--- src/rtl/ysyx_24120013_pkg.sv ---
// Shared state encodings for the sequencing controller and its debug/trace consumers.
package ysyx_24120013_pkg;

  localparam int STATE_W = 3;

  typedef enum logic [STATE_W-1:0] {
    ST_IDLE   = 3'd0,
    ST_FETCH  = 3'd1,
    ST_DECODE = 3'd2,
    ST_EXEC   = 3'd3,
    ST_MEM    = 3'd4,
    ST_WB     = 3'd5,
    ST_HALT   = 3'd6
  } seq_state_e;

  function automatic logic is_wait_state(input seq_state_e s);
    return (s == ST_FETCH) || (s == ST_MEM);
  endfunction

endpackage

--- src/rtl/ysyx_24120013_wait_timer.sv ---
// Consecutive-wait cycle counter; expired rises on the LIMIT-th running cycle after a clear.
module ysyx_24120013_wait_timer #(
  parameter int unsigned LIMIT = 255
) (
  input  logic clk,
  input  logic clear,
  input  logic run,
  output logic expired
);

  localparam int CntW = (LIMIT > 1) ? $clog2(LIMIT) : 1;

  logic [CntW-1:0] count_q;
  logic [CntW-1:0] count_d;

  always_comb begin
    count_d = count_q;
    if (clear) begin
      count_d = '0;
    end else if (run) begin
      count_d = count_q + CntW'(1);
    end
  end

  always_ff @(posedge clk) begin
    count_q <= count_d;
  end

  assign expired = run && !clear && (count_q == CntW'(LIMIT - 1));

endmodule

--- src/rtl/ysyx_24120013_seq_ctrl.sv ---
// Multi-cycle instruction sequencer (IDLE/FETCH/DECODE/EXEC/MEM/WB/HALT).
// Optional memory-wait timeout enabled by defining YSYX_24120013_SEQ_TIMEOUT_EN.
module ysyx_24120013_seq_ctrl
  import ysyx_24120013_pkg::*;
#(
  parameter int unsigned TIMEOUT_CYCLES = 255,
  parameter int unsigned CNT_WIDTH      = 32
) (
  input  logic                 clk,
  input  logic                 rst,
  output logic                 imem_req,
  input  logic                 imem_rvalid,
  input  logic                 dec_is_mem,
  input  logic                 dec_is_ebreak,
  output logic                 dmem_req,
  input  logic                 dmem_ack,
  output logic                 ir_we,
  output logic                 rf_wen,
  output logic                 pc_we,
  output logic                 halt,
  output logic                 timeout_err,
  output logic [STATE_W-1:0]   state,
  output logic [CNT_WIDTH-1:0] instret
);

  seq_state_e           state_q, state_d;
  logic                 mem_flag_q, mem_flag_d;
  logic [CNT_WIDTH-1:0] instret_q, instret_d;
  logic                 tmo_expired;
  logic                 wait_run;

  // Waiting means sitting in a wait state with no response this cycle.
  assign wait_run = ((state_q == ST_FETCH) && !imem_rvalid) ||
                    ((state_q == ST_MEM)   && !dmem_ack);

`ifdef YSYX_24120013_SEQ_TIMEOUT_EN
  logic timeout_err_q;

  ysyx_24120013_wait_timer #(
    .LIMIT(TIMEOUT_CYCLES)
  ) u_wait_timer (
    .clk    (clk),
    .clear  (rst || !is_wait_state(state_q)),
    .run    (wait_run),
    .expired(tmo_expired)
  );

  always_ff @(posedge clk) begin
    if (rst) begin
      timeout_err_q <= 1'b0;
    end else if (tmo_expired) begin
      timeout_err_q <= 1'b1;
    end
  end

  assign timeout_err = timeout_err_q;
`else
  logic unused_timeout_cfg;

  assign unused_timeout_cfg = wait_run ^ (TIMEOUT_CYCLES == 0);
  assign tmo_expired        = 1'b0;
  assign timeout_err        = 1'b0;
`endif

  always_comb begin
    state_d    = state_q;
    mem_flag_d = mem_flag_q;
    instret_d  = instret_q;
    case (state_q)
      ST_IDLE: state_d = ST_FETCH;
      ST_FETCH: begin
        if (imem_rvalid) begin
          state_d = ST_DECODE;
        end else if (tmo_expired) begin
          state_d = ST_HALT;
        end
      end
      ST_DECODE: begin
        mem_flag_d = dec_is_mem;
        state_d    = dec_is_ebreak ? ST_HALT : ST_EXEC;
      end
      ST_EXEC: state_d = mem_flag_q ? ST_MEM : ST_WB;
      ST_MEM: begin
        if (dmem_ack) begin
          state_d = ST_WB;
        end else if (tmo_expired) begin
          state_d = ST_HALT;
        end
      end
      ST_WB: begin
        instret_d = instret_q + CNT_WIDTH'(1);
        state_d   = ST_FETCH;
      end
      ST_HALT: state_d = ST_HALT;
      default: state_d = ST_IDLE;
    endcase
  end

  always_ff @(posedge clk) begin
    if (rst) begin
      state_q    <= ST_IDLE;
      mem_flag_q <= 1'b0;
      instret_q  <= '0;
    end else begin
      state_q    <= state_d;
      mem_flag_q <= mem_flag_d;
      instret_q  <= instret_d;
    end
  end

  // ir_we is the only Mealy strobe; everything else decodes from state alone.
  assign imem_req = (state_q == ST_FETCH);
  assign ir_we    = (state_q == ST_FETCH) && imem_rvalid;
  assign dmem_req = (state_q == ST_MEM);
  assign rf_wen   = (state_q == ST_WB);
  assign pc_we    = (state_q == ST_WB);
  assign halt     = (state_q == ST_HALT);
  assign state    = state_q;
  assign instret  = instret_q;

endmodule

--- config.mk ---
export PLATFORM = sky130hd
export DESIGN_NAME = ysyx_24120013_seq_ctrl
export DESIGN_NICKNAME = d
export VERILOG_FILES = /design/src/rtl/ysyx_24120013_pkg.sv /design/src/rtl/ysyx_24120013_wait_timer.sv /design/src/rtl/ysyx_24120013_seq_ctrl.sv
export SDC_FILE = /design/constraint.sdc
export NUM_CORES = 1
export LEC_CHECK = 0
export CAP_MARGIN = 20
export CORE_MARGIN = 1.5
export CORE_UTILIZATION = 40
export DETAILED_ROUTE_END_ITERATION = 7
export PLACE_DENSITY = 0.66
export SETUP_SLACK_MARGIN = 0.3
export SLEW_MARGIN = 15
export SYNTH_ARGS = -nofsm -noshare
export SYNTH_HDL_FRONTEND = slang
export SYNTH_SLANG_ARGS = --single-unit
--- constraint.sdc ---
create_clock -name clk -period 4.4 [get_ports clk]
set_input_delay 1.32 -clock clk [delete_from_list [all_inputs] [get_ports clk]]
set_output_delay 1.32 -clock clk [all_outputs]
set_load 0.05 [all_outputs]
==> impl_metrics.csv, run 1 <==
group,metric,value,unit
layout,syn2layout_area_growth,29.0,%
yosys,syn_area_per_cell,8.56,um^2
min_path,hold_end,"instret[31]",
route,ant_nets,0,
yosys,synth_fa_ha_area_frac,0.00683,
layout,share_of_final_layout_standard_cells_stronger_than_drive_strength_1,0.0471,
min_path,min_delay_path_depth,2,
global_route,grt_first_pass_wirelength,6910,um
min_path,holdCritPathClass,"reg2reg",
route,detail_route.first_pass.iterations,4,
route,detail_route.drc_violations,0,
timing,relSlewSlack,0.500,
layout,nNetsFinal,261,
yosys,synthTopCellsByArea,"sky130_fd_sc_hd__dfxtp_1 (39%), sky130_fd_sc_hd__a21oi_1 (6.6%), sky130_fd_sc_hd__o31ai_1 (5.7%), sky130_fd_sc_hd__or4_1 (5.7%), sky130_fd_sc_hd__xor2_1 (3.8%)",
global_route,grt_antenna_before_repair,0,
worst_setup_path,crit_fanout,2,
timing,finalSetupViolCount,0,
route,via_per_inst,5.50,
timing,final.setup.tns,0,ns
floorplan,pin_count,48,
worst_setup_path,cp.required,3.08,ns
job,cap_violations,0,
timing,rsz0062_at_grt,"false",
place,globalplace.congestion,0.769,
route,detail_route.wl_per_cell,13.2,um
worst_setup_path,crit-reg2reg-capture,"instret[24]",
min_path,worstHoldStart,"instret[31]",
yosys,synth.largest_area_cell,"sky130_fd_sc_hd__dfxtp_1",
yosys,synth_top_family_by_area,"simple AND/OR/NAND/NOR gates",
yosys,synth.mux.area_fraction,0.0116,
global_route,first_global_vias,1511,
global_route,largest_net_degree_at_the_start_of_global_routing,21,
layout,antenna_cells,0,
global_route,gr-usage-met1,0.230,
timing,fin_crit_sh,0.915,
timing,peak_freq,248,MHz
global_route,grt_use_met3,0.0499,
yosys,netlist.area_leader.share,0.393,
route,totalWireLength,4070,um
yosys,yosysUniqueCellTypes,36,
cts,clockRootBuffer,"sky130_fd_sc_hd__clkbuf_8",
place,post-dp-hpwl,2820,um
yosys,post_synth_inst_count,214,
layout,seqCellArea,721,um^2
pwr,report.power.total,631,uW
worst_setup_path,ff2ff_setup_slack,2.40,ns
route,drt_iter0_markers,111,
timing,fin_worst_skew,0.00501,ns
worst_setup_path,cp.arrival,2.71,ns
worst_setup_path,critPathLaunchType,"input pin",
floorplan,floorplan.die_area,4990,um^2
floorplan,std_cell_rows,24,
yosys,ys_top_cells_by_count,"sky130_fd_sc_hd__dfxtp_1 (36), sky130_fd_sc_hd__a21oi_1 (24), sky130_fd_sc_hd__nand2_1 (16), sky130_fd_sc_hd__nor2_1 (15)",
yosys,synth.yosys.seq_area_share,0.393,
floorplan,die_w,70.7,um
layout,area_used_by_multi_input_combinational_logic,997,um^2
yosys,synth_compound_gate_area_share,0.164,
floorplan,die_y,70.7,um
yosys,yosys.area_share.simple,0.317,
layout,final_layout_fill_cell_count,423,
timing,worst_slew_pin_slew,0.748,ns
pwr,power.static_leakage,0.000792,uW
cts,cts_buffer_depth,2,
run_status,run_status,"finished, final reports clean",
yosys,yosys.area_share.xor_xnor,0.0430,
cts,cts_hold_repair.buffers,0,
yosys,postSynth.topFlopCell,"sky130_fd_sc_hd__dfxtp_1",
yosys,synth.most_common_cell,"sky130_fd_sc_hd__dfxtp_1",
yosys,postSynthNetCount,221,
worst_setup_path,r2r_cells,5,
pwr,power_density,267,nW/um^2
global_route,busiest_layer,"met2",
yosys,synthesis.area,1830,um^2
place,port-buffer-count,46,
cts,post_cts_resize_count,0,
worst_setup_path,crit_path_end_kind,"output port",
floorplan,initial_core_util,0.418,
yosys,synth_async_sr_flop_share,0,
cts,cts_buffers,5,
cts,cts_tree,"built",
route,detailroute.via_count,1690,
cts,post-cts-setup-buffer-count,0,
cts,path_clk_slew,0.07,ns
worst_setup_path,setup.worst_path.class,"in2out",
timing,min_period,4.03,ns
yosys,postSynthRegisterBits,36,
global_route,global_route.usage.total,0.169,
floorplan,core_area,4380,um^2
global_route,grt_overflow_total,0,
timing,timing.final.hold_violations,0,
worst_setup_path,reg2reg_from,"instret[0]",
global_route,grt.met2_usage,0.262,
pwr,vdd.ir_drop.worst,0.281,mV
yosys,number_of_warnings_printed_during_yosys_synthesis,0,
cts,clk_latency,0.28,ns
timing,maxSlewViolCount,0,
cts,clock_sinks,36,
cts,ctsHtreeMaxLevel,2,
yosys,synth_enable_flop_cells,0,
power breakdown:
| group | internal (uW) | switching, uW | total (uW) |
|---|---|---|---|
| clock network | 128 | 112 | 240 |
| logic | 19.6 | 36.8 | 56.4 |
| registers | 329 | 5.73 | 334 |
| total | 476 | 155 | 631 |
stage by stage:
stage               cell area (um^2)  setup slack, ns  std cells  hold WS, ns  utilization
floorplan                       1830            0.530        214        0.454            -
global placement                2270            0.374        299        0.468        0.519
detailed placement              2270            0.373        299        0.472        0.519
CTS                             2360            0.368        307        0.487        0.539
global route                    2360            0.319        307        0.530        0.539
finish                          2360            0.374        307        0.487        0.539
registers in the layout, indices dropped and copies added, names as in the netlist:
signal      cells
state           3
instret        32
mem_flag_q      1
placed cells by master (no fill, tap or decap), types with 5 or more instances in the layout:
cell                              synthesis  final
sky130_fd_sc_hd__and4_1                   7      7
sky130_fd_sc_hd__and3_1                   5      5
sky130_fd_sc_hd__clkbuf_8                 0      6
sky130_fd_sc_hd__and2_1                   5      5
sky130_fd_sc_hd__nand3_1                  7      7
sky130_fd_sc_hd__nand4_1                 10     10
sky130_fd_sc_hd__or4_1                   14     14
sky130_fd_sc_hd__dfxtp_1                 36     36
sky130_fd_sc_hd__clkdlybuf4s50_1          0     46
sky130_fd_sc_hd__or3_1                    7      7
sky130_fd_sc_hd__a21oi_1                 24     24
sky130_fd_sc_hd__o21ai_0                  9      9
sky130_fd_sc_hd__o31ai_1                 14     14
sky130_fd_sc_hd__nor2_1                  15     15
sky130_fd_sc_hd__xor2_1                   8      8
sky130_fd_sc_hd__nand2_1                 16     16
metal layers:
metal	part of all wire	up-vias
li1	-	875
met1	0.50	779
met2	0.45	32
met3	0.047	4
met4	0.010	0
met5	0	-
worst max path at each step:
| stage | start | endpoint | slack (ns) | depth (start not counted) |
|---|---|---|---|---|
| after detailed placement | imem_rvalid | ir_we | 0.37 | 4 |
| final | imem_rvalid | ir_we | 0.37 | 4 |
| after global routing | imem_rvalid | ir_we | 0.32 | 4 |
| after floorplan | state[0] | ir_we | 0.53 | 4 |
| after global placement | imem_rvalid | ir_we | 0.37 | 4 |
| after CTS | imem_rvalid | ir_we | 0.37 | 4 |
layout make-up:
| type | count | share of cell area |
|---|---|---|
| Tap cell | 52 | 0.0275 |
| Timing Repair Buffer | 48 | 0.201 |
| Inverter | 4 | 0.00635 |
| Sequential cell | 36 | 0.305 |
| Clock buffer | 8 | 0.0381 |
| Multi-Input combinational cell | 159 | 0.422 |
logic make-up (layout without fill, tap and decap cells):
family	count (synthesis)	count (layout)
compound gates	51	51
xor+xnor	9	9
fa+ha+maj	1	1
buf+inv	19	60
flops	36	36
mux	2	2
other cells	1	1
simple gates	95	95
critical path, stage by stage:
cell and delay (ns):
sky130_fd_sc_hd__clkdlybuf4s50_1 0.48, sky130_fd_sc_hd__nand2_1 0.07, sky130_fd_sc_hd__inv_1 0.06, sky130_fd_sc_hd__clkdlybuf4s50_1 0.79
No activity file was read; power rests on OpenSTA's default activity.
==> run 2, diff against run 1 <==
CORE_UTILIZATION = 52   (was 40)
CTS_CLUSTER_DIAMETER = 60   (was not set)
PLACE_DENSITY = 0.83   (was 0.66)
==> run 2 against run 1 <==
  * Combinational power hardly changed
  * Worst hold slack worse by 0.0036 ns
  * Sequential share of layout area is 0.48 points higher
  * Largest power group unchanged
  * Critical path depth stayed put
  * Sequential power hardly changed
  * Via count is 3.4% higher
==> impl_metrics.csv, run 2 (synthesis results as in run 1) <==
group,metric,value,unit
run_status,run_status,"finished, final reports clean",
route,via_per_inst,5.80,
global_route,grt_first_pass_wirelength,6870,um
timing,finalSetupViolCount,0,
layout,largest_register_ff_count,32,
floorplan,die_w,62.4,um
route,drt_iter0_markers,96,
pwr,power_density,248,nW/um^2
pwr,pwr-share-comb,0.098,
place,globalplace.congestion,0.765,
worst_setup_path,setup.worst_path.class,"in2out",
floorplan,core_area,3360,um^2
worst_setup_path,cpMaxStageDelayCell,"sky130_fd_sc_hd__clkdlybuf4s50_1",
cts,cts_tree,"built",
timing,fin_worst_skew,0.00775,ns
global_route,largest_net_degree_at_the_start_of_global_routing,23,
global_route,grt_overflow_total,0,
cts,cts_buffer_depth,2,
timing,min_period,3.65,ns
layout,final_core_utilization,0.692,
timing,worst_slew_pin_slew,0.791,ns
place,post-dp-hpwl,2790,um
global_route,global_route.usage.total,0.214,
job,cap_violations,0,
timing,timing.final.hold_violations,0,
layout,layout.cells.most_common_list,"sky130_fd_sc_hd__clkdlybuf4s50_1 (45), sky130_fd_sc_hd__dfxtp_1 (36), sky130_fd_sc_hd__a21oi_1 (24), sky130_fd_sc_hd__nand2_1 (16), sky130_fd_sc_hd__nor2_1 (15)",
pwr,p_sw,150,uW
layout,antenna_cells,0,
cts,clockRootBuffer,"sky130_fd_sc_hd__clkbuf_4",
global_route,first_global_vias,1554,
cts,post-cts-setup-buffer-count,0,
layout,final_common_cell,"sky130_fd_sc_hd__clkdlybuf4s50_1",
floorplan,std_cell_rows,21,
cts,path_clk_slew,0.10,ns
worst_setup_path,critPathLaunchType,"input pin",
floorplan,die_y,62.4,um
route,detail_route.wl_per_cell,13.5,um
timing,fin_crit_sh,0.830,
layout,syn2layout_area_growth,27.0,%
cts,post_cts_resize_count,0,
cts,clk_latency,0.34,ns
timing,rsz0062_at_grt,"false",
floorplan,floorplan.die_area,3890,um^2
route,totalWireLength,4060,um
worst_setup_path,timing.critical_path.cells,"clkdlybuf4s50_1 > nand2_1 > inv_1 > dlymetal6s2s_1",
timing,relSlewSlack,0.471,
worst_setup_path,cp.arrival,2.33,ns
route,ant_nets,0,
floorplan,initial_core_util,0.545,
cts,clock_sinks,36,
pwr,cell_internal_pwr,427,uW
worst_setup_path,critical_path.max_stage_delay,0.48,ns
route,detailroute.via_count,1747,
worst_setup_path,crit_fanout,2,
pwr,vdd.ir_drop.worst,0.150,mV
pwr,clk_network_pwr_share,0.323,
cts,ctsHtreeMaxLevel,2,
worst_setup_path,cp.required,3.08,ns
worst_setup_path,crit_path_end_kind,"output port",
min_path,holdCritPathClass,"reg2reg",
route,detail_route.drc_violations,0,
floorplan,pin_count,48,
pwr,power.static_leakage,0.000795,uW
layout,nNetsFinal,261,
cts,cts_hold_repair.buffers,0,
global_route,grt_antenna_before_repair,0,
worst_setup_path,ff2ff_setup_slack,2.42,ns
pwr,sequentialPowerShare,0.580,
route,detail_route.first_pass.iterations,4,
pwr,netSwitchingFraction,0.260,
timing,maxSlewViolCount,0,
timing,final.setup.tns,0,ns
timing,peak_freq,274,MHz
place,port-buffer-count,46,
layout,share_of_final_layout_standard_cells_stronger_than_drive_strength_1,0.0471,
cts,cts_buffers,5,
[run 2: changes by cell type in the layout (fill, tap and decap cells not counted), sizes merged]
cell	delta
clkdlybuf4s50	-1
dlymetal6s2s	+1
[run 2: stage by stage]
step                instance area (um^2)  worst slack (ns)  total power (uW)  hold WS, ns  cells
floorplan                           1830             0.530               382        0.454    214
global placement                    2270             0.384               398        0.467    293
detailed placement                  2270             0.365               399        0.473    293
CTS                                 2320             0.360               582        0.488    301
global route                        2330             0.674               601        0.525    301
finish                              2330             0.750               577        0.484    301
[run 2: layout make-up]
cell class	instances	area, um^2
clock buffers	8	58.8
fillers	304	1040
inverters	4	15.0
multi-input cells	159	997
flip-flops and latches	36	721
well taps	46	57.6
repair buffers	48	478
[run 2: power groups by stage]
stage | Combinational (uW) | Sequential (uW) | Clock (uW)
CTS | 56.8 | 334 | 191
global placement | 56.0 | 342 | 0
finish | 56.3 | 334 | 186
global route | 59.6 | 336 | 206
detailed placement | 56.7 | 342 | 0
floorplan | 33.9 | 348 | 0
[run 2: path summary, 6_finish.rpt]
path / from / to / depth (start not counted)
hold / removal: mem_flag_q / mem_flag_q / 2
setup reg to reg: state[2] / instret[27] / 5
hold reg to reg: mem_flag_q / mem_flag_q / 2
setup / recovery: imem_rvalid / ir_we / 4
[run 2: worst max-delay path: cells and delay by family]
family / cells / cell delay, ns
buffers and inverters: 3 / 0.94
and+or+nand+nor: 1 / 0.07
[run 2: per-layer routing]
metal / global-route usage / vias up / wire length, um
met3: 0.0525 / 7 / 192
met5: 0 / - / 0
met2: 0.360 / 39 / 1870
met4: 0.0861 / 0 / 59
li1: - / 877 / -
met1: 0.262 / 824 / 1940
==> run 3, diff against run 2 <==
CORE_UTILIZATION = 43   (was 52)
PLACE_DENSITY = 0.73   (was 0.83)
clock period = 3.1 ns   (was 4.4 ns; I/O delays follow)
==> run 3 against run 2 <==
  * Wire length decreased by 0.17%
  * Largest power group unchanged
  * Die area grew 20%
  * Sequential cell count stayed put
==> impl_metrics.csv, run 3 (synthesis results as in run 1) <==
group,metric,value,unit
floorplan,core_area,4060,um^2
worst_setup_path,ff2ff_setup_slack,0.81,ns
run_status,run_status,"finished, final reports clean",
worst_setup_path,crit_fanout,11,
floorplan,die_w,68.3,um
timing,relSlewSlack,0.539,
place,setup_slack_at_placement,0.451,ns
pwr,power_density,374,nW/um^2
worst_setup_path,cpLargestDelayFamily,"buffers and inverters",
timing,worst_slew_pin_slew,0.690,ns
layout,final_common_cell,"sky130_fd_sc_hd__clkdlybuf4s50_1",
min_path,holdCritPathClass,"reg2reg",
timing,min_period,2.66,ns
min_path,min_delay_path_depth,2,
place,dp.cells,297,
worst_setup_path,setup.worst_path.class,"reg2out",
global_route,largest_net_degree_at_the_start_of_global_routing,20,
layout,stdcell_area,2400,um^2
pwr,power.static_leakage,0.000824,uW
route,ant_nets,0,
global_route,grt_antenna_before_repair,0,
min_path,worstHoldStart,"mem_flag_q",
pwr,netSwitchingFraction,0.244,
place,globalplace.congestion,0.752,
timing,final.setup.tns,0,ns
place,post-dp-hpwl,2810,um
floorplan,initial_core_util,0.451,
worst_setup_path,reg2reg_from,"state[2]",
worst_setup_path,critical_path_cell_count,1,
global_route,grt_overflow_total,0,
route,detail_route.drc_violations,0,
floorplan,std_cell_rows,23,
timing,peak_freq,376,MHz
pwr,clk_network_pwr_share,0.375,
timing,fin_crit_sh,0.857,
layout,layout.cells.most_common_list,"sky130_fd_sc_hd__clkdlybuf4s50_1 (40), sky130_fd_sc_hd__dfxtp_1 (36), sky130_fd_sc_hd__a21oi_1 (24), sky130_fd_sc_hd__nand2_1 (16), sky130_fd_sc_hd__nor2_1 (15)",
worst_setup_path,cpMaxStageDelayCell,"sky130_fd_sc_hd__clkdlybuf4s50_1",
cts,cts_buffer_depth,2,
worst_setup_path,critPathLaunchType,"flop",
place,dpl-instance-area,2320,um^2
timing,rsz0062_at_grt,"false",
pwr,p_sw,219,uW
route,via_per_inst,5.59,
cts,clk_latency,0.29,ns
worst_setup_path,crit_path_end_kind,"output port",
worst_setup_path,crit-reg2reg-capture,"instret[27]",
timing,timing.final.hold_violations,0,
pwr,cell_internal_pwr,679,uW
layout,syn2layout_area_growth,31.2,%
worst_setup_path,cp.arrival,1.73,ns
pwr,pwr-share-comb,0.095,
global_route,first_global_vias,1527,
cts,path_clk_slew,0.06,ns
global_route,grt_first_pass_wirelength,6910,um
layout,finalNonFillerCells,305,
worst_setup_path,critical_path.max_stage_delay,0.88,ns
cts,cts_hold_repair.buffers,0,
layout,nNetsFinal,261,
cts,clock_sinks,36,
layout,largest_register_ff_count,32,
timing,maxSlewViolCount,0,
global_route,global_route.usage.total,0.198,
cts,post-cts-setup-buffer-count,0,
cts,clockRootBuffer,"sky130_fd_sc_hd__clkbuf_8",
worst_setup_path,cp.required,2.17,ns
cts,post_cts_resize_count,3,
floorplan,pin_count,48,
floorplan,die_y,68.3,um
pwr,sequentialPowerShare,0.530,
place,port-buffer-count,46,
cts,cts_buffers,5,
min_path,hold_end,"mem_flag_q",
cts,ctsHtreeMaxLevel,2,
pwr,vdd.ir_drop.worst,0.203,mV
route,totalWireLength,4050,um
worst_setup_path,timing.critical_path.cells,"clkdlybuf4s50_1",
timing,finalSetupViolCount,0,
worst_setup_path,r2r_cells,5,
job,cap_violations,0,
cts,cts_tree,"built",
route,drt_iter0_markers,88,
timing,final_critical_path_setup_slack,0.443,ns
layout,antenna_cells,0,
route,detail_route.wl_per_cell,13.3,um
route,detail_route.first_pass.iterations,4,
worst_setup_path,cp.buffers_inverters,1,
floorplan,floorplan.die_area,4660,um^2
timing,fin_worst_skew,0.00436,ns
layout,share_of_final_layout_standard_cells_stronger_than_drive_strength_1,0.0667,
route,detailroute.via_count,1706,
run 3: cell count changes in the layout (fill, tap and decap cells not counted):
cell	change
sky130_fd_sc_hd__clkbuf_4	-5
sky130_fd_sc_hd__clkbuf_8	+5
sky130_fd_sc_hd__clkdlybuf4s50_1	-5
sky130_fd_sc_hd__buf_12	+3
sky130_fd_sc_hd__dlygate4sd2_1	+3
sky130_fd_sc_hd__dlymetal6s2s_1	-1
sky130_fd_sc_hd__nor3_1	-1
sky130_fd_sc_hd__nor3_4	+1
sky130_fd_sc_hd__nor3b_1	-1
sky130_fd_sc_hd__nor3b_2	+1
run 3: metal layers:
layer | up-vias | wire [um] | GRT usage
met5 | - | 0 | 0
met4 | 0 | 72 | 0.0850
met3 | 7 | 156 | 0.0576
met2 | 30 | 1850 | 0.309
met1 | 784 | 1970 | 0.253
li1 | 885 | - | -
run 3: worst max-delay path by stage:
stage	startpoint	end	slack, ns
floorplan	state[0]	ir_we	0.27
global placement	imem_rvalid	ir_we	0.47
detailed placement	imem_rvalid	ir_we	0.45
CTS	state[1]	state[1]	0.42
global route	state[2]	rf_wen	0.37
finish	state[1]	state[1]	0.44
run 3: power groups by stage:
stage	clock network, uW	registers [uW]	logic [uW]
final	336	476	85.3
after global routing	373	477	91.0
after CTS	350	476	85.8
after detailed placement	0	487	87.1
after global placement	0	486	87.2
after floorplan	0	494	51.6
run 3: layout make-up:
class | count | area [um^2]
fillers | 382 | 1650
multi-input cells | 159 | 1010
flip-flops and latches | 36 | 721
repair buffers | 48 | 502
clock buffers | 8 | 90.1
well taps | 50 | 62.6
inverters | 4 | 15.0
run 3: metrics by stage:
| stage | power, uW | util | hold slack, ns |
|---|---|---|---|
| 6_report | 898 | 0.592 | 0.480 |
| 3_3_place_gp | 574 | 0.571 | 0.472 |
| 5_1_grt | 941 | 0.592 | 0.507 |
| 3_5_place_dp | 574 | 0.571 | 0.470 |
| 2_1_floorplan | 546 | - | 0.454 |
| 4_1_cts | 912 | 0.592 | 0.480 |
